[src/rtl/coffee_pkg.sv]
// coffee_pkg: shared types and default timing for the coffee dispense sequencer.
//   state_e  - sequencer states (IDLE, GRIND, POUR, MILK, DONE)
//   recipe_e - drink latched on request (ESP, LONG, LATTE)
//   *_DEF    - default parameter values (time units / prescaler length)
package coffee_pkg;

  typedef enum logic [2:0] {
    IDLE,
    GRIND,
    POUR,
    MILK,
    DONE
  } state_e;

  typedef enum logic [1:0] {
    ESP,
    LONG,
    LATTE
  } recipe_e;

  localparam int TICK_DIV_DEF = 1000;
  localparam int CNT_W_DEF    = 8;
  localparam int GRIND_T_DEF  = 3;
  localparam int POUR_T_DEF   = 5;
  localparam int MILK_T_DEF   = 4;

endpackage

[src/rtl/phase_timer.sv]
// phase_timer: prescaler + unit counter timing one actuator phase.
//   clk, rst  - clock, synchronous active-high reset
//   clear     - hold both counters at zero (asserted while no phase runs
//               and on the cycle a phase ends, so the next phase starts at 0)
//   len       - phase length in time units (1 .. 2^CNT_W-1)
//   expire    - one-cycle pulse on the tick that completes the phase
// A phase with len=T lasts exactly T*TICK_DIV cycles after clear drops.
module phase_timer #(
  parameter int TICK_DIV = 1000,
  parameter int CNT_W    = 8
) (
  input  logic             clk,
  input  logic             rst,
  input  logic             clear,
  input  logic [CNT_W-1:0] len,
  output logic             expire
);

  localparam int PRE_W = (TICK_DIV > 1) ? $clog2(TICK_DIV) : 1;

  logic [PRE_W-1:0] pre_q, pre_d;
  logic [CNT_W-1:0] cnt_q, cnt_d;
  logic             tick;

  // With TICK_DIV=1 the prescaler sits at 0 and every cycle is a tick.
  assign tick   = (pre_q == PRE_W'(TICK_DIV - 1));
  assign expire = tick && ((cnt_q + CNT_W'(1)) == len);

  always_comb begin
    pre_d = pre_q;
    cnt_d = cnt_q;
    if (clear) begin
      pre_d = '0;
      cnt_d = '0;
    end else if (tick) begin
      pre_d = '0;
      cnt_d = cnt_q + CNT_W'(1);
    end else begin
      pre_d = pre_q + PRE_W'(1);
    end
  end

  always_ff @(posedge clk) begin
    if (rst) begin
      pre_q <= '0;
      cnt_q <= '0;
    end else begin
      pre_q <= pre_d;
      cnt_q <= cnt_d;
    end
  end

endmodule

[src/rtl/coffee_dispense_seq.sv]
// coffee_dispense_seq: timed actuator sequencer behind the drink selector.
// Rising edge on one of ef/eg/eh (espresso / long / latte) while idle starts
// grind -> pour (x2 for long) -> milk (latte only) -> one-cycle done.
//   clk, rst      - clock, synchronous active-high reset
//   ef, eg, eh    - one-hot stage levels from the selection FSM
//   grinder, water_valve, milk_valve - actuator enables (Moore)
//   busy          - high whenever not IDLE
//   done          - one-cycle pulse in the DONE state
//   err           - one-cycle pulse when several request edges arrive together
// Optional (macro COFFEE_ABORT_EN):
//   abort   - input, aborts a running phase back to IDLE without done
//   aborted - one-cycle pulse acknowledging the abort
module coffee_dispense_seq
  import coffee_pkg::*;
#(
  parameter int TICK_DIV = TICK_DIV_DEF,
  parameter int CNT_W    = CNT_W_DEF,
  parameter int GRIND_T  = GRIND_T_DEF,
  parameter int POUR_T   = POUR_T_DEF,
  parameter int MILK_T   = MILK_T_DEF
) (
  input  logic clk,
  input  logic rst,
  input  logic ef,
  input  logic eg,
  input  logic eh,
  output logic grinder,
  output logic water_valve,
  output logic milk_valve,
  output logic busy,
  output logic done,
  output logic err
`ifdef COFFEE_ABORT_EN
  ,
  input  logic abort,
  output logic aborted
`endif
);

  state_e           state_q, state_d;
  recipe_e          recipe_q, recipe_d;
  logic             pass_q, pass_d;   // set after the first of two long pours
  logic [2:0]       prev_q;           // {ef,eg,eh} from last cycle
  logic             err_q, err_d;
  logic [2:0]       req;
  logic             timed;
  logic             expire;
  logic             clear;
  logic [CNT_W-1:0] len;

  // Edge registers follow the inputs in every state so a level held
  // through a sequence cannot look like a new request afterwards.
  assign req   = {ef, eg, eh} & ~prev_q;
  assign timed = (state_q == GRIND) || (state_q == POUR) || (state_q == MILK);

  // Counters restart whenever a phase ends (including the repeated long
  // pour) and are parked at zero outside timed phases.
  assign clear = !timed || expire;

  always_comb begin
    len = CNT_W'(GRIND_T);
    case (state_q)
      POUR:    len = CNT_W'(POUR_T);
      MILK:    len = CNT_W'(MILK_T);
      default: len = CNT_W'(GRIND_T);
    endcase
  end

  phase_timer #(
    .TICK_DIV (TICK_DIV),
    .CNT_W    (CNT_W)
  ) u_timer (
    .clk    (clk),
    .rst    (rst),
    .clear  (clear),
    .len    (len),
    .expire (expire)
  );

  always_comb begin
    state_d  = state_q;
    recipe_d = recipe_q;
    pass_d   = pass_q;
    err_d    = 1'b0;
    case (state_q)
      IDLE: begin
        if ($onehot(req)) begin
          state_d  = GRIND;
          pass_d   = 1'b0;
          recipe_d = req[2] ? ESP : (req[1] ? LONG : LATTE);
        end else if (req != 3'b000) begin
          err_d = 1'b1;
        end
      end
      GRIND: if (expire) state_d = POUR;
      POUR: begin
        if (expire) begin
          case (recipe_q)
            LONG: begin
              if (!pass_q) pass_d  = 1'b1;   // second pour, valve stays open
              else         state_d = DONE;
            end
            LATTE:   state_d = MILK;
            default: state_d = DONE;
          endcase
        end
      end
      MILK:    if (expire) state_d = DONE;
      DONE:    state_d = IDLE;
      default: state_d = IDLE;
    endcase
`ifdef COFFEE_ABORT_EN
    if (abort && timed) state_d = IDLE;
`endif
  end

  always_ff @(posedge clk) begin
    if (rst) begin
      state_q  <= IDLE;
      recipe_q <= ESP;
      pass_q   <= 1'b0;
      prev_q   <= 3'b000;
      err_q    <= 1'b0;
    end else begin
      state_q  <= state_d;
      recipe_q <= recipe_d;
      pass_q   <= pass_d;
      prev_q   <= {ef, eg, eh};
      err_q    <= err_d;
    end
  end

  assign grinder     = (state_q == GRIND);
  assign water_valve = (state_q == POUR);
  assign milk_valve  = (state_q == MILK);
  assign busy        = (state_q != IDLE);
  assign done        = (state_q == DONE);
  assign err         = err_q;

`ifdef COFFEE_ABORT_EN
  logic aborted_q;

  always_ff @(posedge clk) begin
    if (rst) aborted_q <= 1'b0;
    else     aborted_q <= abort && timed;
  end

  assign aborted = aborted_q;
`endif

endmodule

[config.mk]
export PLATFORM = sky130hd
export DESIGN_NAME = coffee_dispense_seq
export DESIGN_NICKNAME = d
export VERILOG_FILES = /design/src/rtl/coffee_pkg.sv /design/src/rtl/phase_timer.sv /design/src/rtl/coffee_dispense_seq.sv
export SDC_FILE = /design/constraint.sdc
export NUM_CORES = 1
export LEC_CHECK = 0
export CAP_MARGIN = 20
export CORE_ASPECT_RATIO = 1.2
export CORE_MARGIN = 5
export CORE_UTILIZATION = 51
export CTS_CLUSTER_SIZE = 25
export DETAILED_ROUTE_END_ITERATION = 10
export GPL_TIMING_DRIVEN = 0
export PLACE_DENSITY = 0.74
export SYNTH_ARGS = -nofsm -noshare
export SYNTH_HDL_FRONTEND = slang
export SYNTH_SLANG_ARGS = --single-unit
[constraint.sdc]
create_clock -name clk -period 1.8 [get_ports clk]
set_clock_uncertainty 0.05 [all_clocks]
set_input_delay 0.36 -clock clk [delete_from_list [all_inputs] [get_ports clk]]
set_output_delay 0.36 -clock clk [all_outputs]
set_load 0.02 [all_outputs]
==> results of run 1 <==
placed cells by master (no fill, tap or decap), types with 5 or more instances in the layout:
master	synthesis	layout
a21oi_1	6	6
buf_2	2	5
buf_4	0	10
dfxtp_1	28	21
dfxtp_2	0	6
nand2_1	10	9
nand2b_1	9	5
nand3_1	10	10
nor2_1	25	22
xor2_1	12	12
critical path, delay by kind of cell, from the launching register on:
kind,cells,cell delay [ns]
simple gates,5,0.85
fa+ha+maj,1,0.52
flops,1,0.32
final timing paths:
check                                       from               end  slack [ns]
worst max-delay path                   prev_q[0]        state_q[2]      -0.007
worst min-delay path            u_timer.pre_q[0]  u_timer.pre_q[0]        0.40
worst max register to register         prev_q[0]        state_q[2]      -0.007
worst min register to register  u_timer.pre_q[0]  u_timer.pre_q[0]        0.40
logic make-up (layout without fill, tap and decap cells):
kind of cell	after synthesis	in the layout	share of synthesized area, %
muxes	1	1	0.691
AOI/OAI and AO/OA	17	17	9.33
and+or+nand+nor	91	91	36.4
buffers and inverters	5	27	1.55
DFF	28	28	38.7
xor gates and xnor gates	17	17	10.3
adders and majority gates	3	3	3.11
timing repair:
action | 4_1_cts | 5_1_grt
buffers inserted | 4 | 5
pin swaps | 3 | 7
endpoints found under the setup margin | 17 | 28
gates resized for setup | 26 | 32
metal layers:
metal / track usage [%] / up-vias / wire, um / share of wire [%]
li1: - / 615 / - / -
met1: 17.9 / 593 / 1260 / 41
met2: 31.7 / 28 / 1660 / 55
met3: 2.45 / 2 / 81 / 2.7
met4: 5.95 / 0 / 28 / 0.92
met5: 0 / - / 0 / 0
state kept, by name, indices dropped and copies added (netlist names):
name / flops
err: 1
pass_q: 1
prev_q: 3
recipe_q: 2
state_q: 3
u_timer.cnt_q: 8
u_timer.pre_q: 10
final cells by class:
type | instances | area (um^2) | area share (%)
plain buffers | 4 | 18.8 | 1.03
clock buffers | 3 | 22.5 | 1.24
inverters | 1 | 3.75 | 0.206
multi-input cells | 129 | 1020 | 56.0
flip-flops and latches | 28 | 572 | 31.5
well taps | 34 | 42.5 | 2.34
repair buffers | 19 | 141 | 7.78
stage by stage:
stage | worst slack, ns | area [um^2] | TNS, ns | power (uW) | utilization (%)
CTS | -0.00453 | 1680 | -0.00453 | 1190 | 61.0
global route | -0.0843 | 1820 | -0.414 | 1330 | 65.9
floorplan | 0.0726 | 1450 | 0 | 838 | -
global placement | -0.537 | 1590 | -4.00 | 920 | 57.7
detailed placement | -0.548 | 1590 | -4.30 | 923 | 57.7
finish | -0.00680 | 1820 | -0.00680 | 1250 | 65.9
power by group through the flow:
stage	clock network (uW)	logic [uW]	registers, uW
2_1_floorplan	0	165	673
3_3_place_gp	0	250	669
3_5_place_dp	0	251	671
4_1_cts	262	274	657
5_1_grt	292	376	662
6_report	248	343	657
==> impl_results.md, run 1 <==
- GP Congestion: roughly 0.76
- Post-route antenna net violation count: 0
- Starting density of the core: around 53%
- Floorplan die width: 58.7 um
- Number of detailed-route iterations in the first pass: 4
- Number of global-route vias before repair: 1,238
- Peak supply drop: about 0.00057 V
- Synth area leader: dfxtp_1
- Placed cells: approximately 210
- CTS tree: done
- Yosys reg bits: 28
- Synth top area cells: dfxtp_1 39%, xor2_1 7.3%, nor2_1 6.5%
- Logic gate share of total power: 27.5%
- Die height: around 68 um
- Die area: 4010 um^2
- DRC viols: 0
- Final Hold Fails: 0
- Clock Latency Late Sink: 0.32 ns
- Synth top cells by count: 28 x dfxtp_1, 25 x nor2_1, 12 x xor2_1
- Worst EP arrival: 2.00 ns
- Worst Path Max Fanout: 4
- RSZ-0062 raised after global routing: true
- Slew at the pin with the worst max-slew slack: ~0.56 ns
- Yosys top cell area share: 38.7%
- # IOs: 11
- Drt initial violations: 37
- Psw: about 370 uW
- H-tree depth: 1
- Input/output buffers: 10
- Worst-path cell chain: nand2b_4 -> fa_1 -> nor2b_4 -> nor2_4 -> or3_1 -> nor4_2
- Nets: 194
- CTS Hold Buffers Added: 0
- Initial antenna violation count: 0
- Vias: 1,238
- First-pass GRT wire length: between 5 and 6 mm
- Register share of total power: 52.7%
- Fin cells: 218
- Power Density: around 700 nW/um^2
- WP data required: 1.99 ns
- Main flop type after synthesis: dfxtp_1
- Worst Setup Start Kind: flop
- GRT Resource Usage Total: 16.4%
- Type of the worst min-delay path: flop to flop
- Row Count: 21
- Wire per inst: 13.9 um
- Top-count cell post-synth: dfxtp_1
- Seq/Total Area, Yosys: 38.7%
- Crit path kind: flop to flop
- Failing checks: negative setup slack
- Final WL: about 3.0 mm
- Gr ovfl total: 0
- Setup violations, final: 1
- DR vias/cell: 5.68
- CTS buffer count: 3
- Synth async-reset ratio: 0%
- Post-synth cell types: 43
- Max Slew Vio Count: 0
- Reg2Reg Depth: 6
- Fill cells: 234
- Clock sink count: 28
- Sw Ratio: between 20% and 30%
- Core region area: about 2800 um^2
- P_int: 879 uW
- Syn nets: 170
- Slowest CP cell: fa_1
- Number of diodes: 0
- Hold WS: 0.398 ns
- Worst Slack Setup Final: -0.00680 ns
- Clock Path Buffers: 2
- Number of synthesized flops with an enable pin: 0
- Max incr delay on CP: ~0.52 ns
- Largest net degree at the start of global routing: 15
- Crit end category: flop
- Leakage: 0.000659 uW
- CTS root buffer: clkbuf_4
- Share of cells above drive strength 1: 33.7%
- Max Cap Viol: 0
- Mapped Area: 1450 um^2
- Post-Syn Area per Cell: 8.94 um^2
- Rel. slew slack: between 60 and 70%
- Min Tclk post-route: 1.81 ns
- Run status: finished, violations left
- Clock share of power: between 10% and 20%
- DP Wirelength: 2.13 mm
- Hold depth: 1
- Fmax: between 500 and 600 MHz
- Crit share post-route: 100%
- Synth Instances: about 160
- CTS clock-pin slew for the worst setup and hold paths: 0.14 ns
- Synthesis-to-layout area growth: 25.5%
- Ys Warns: 0
No activity file was read; power rests on OpenSTA's default activity.
==> run 2: changes to the inputs <==
- SLEW_MARGIN: default -> 0
==> results of run 2 <==
No change in the layout: final DEF, timing and power equal those of run 1.
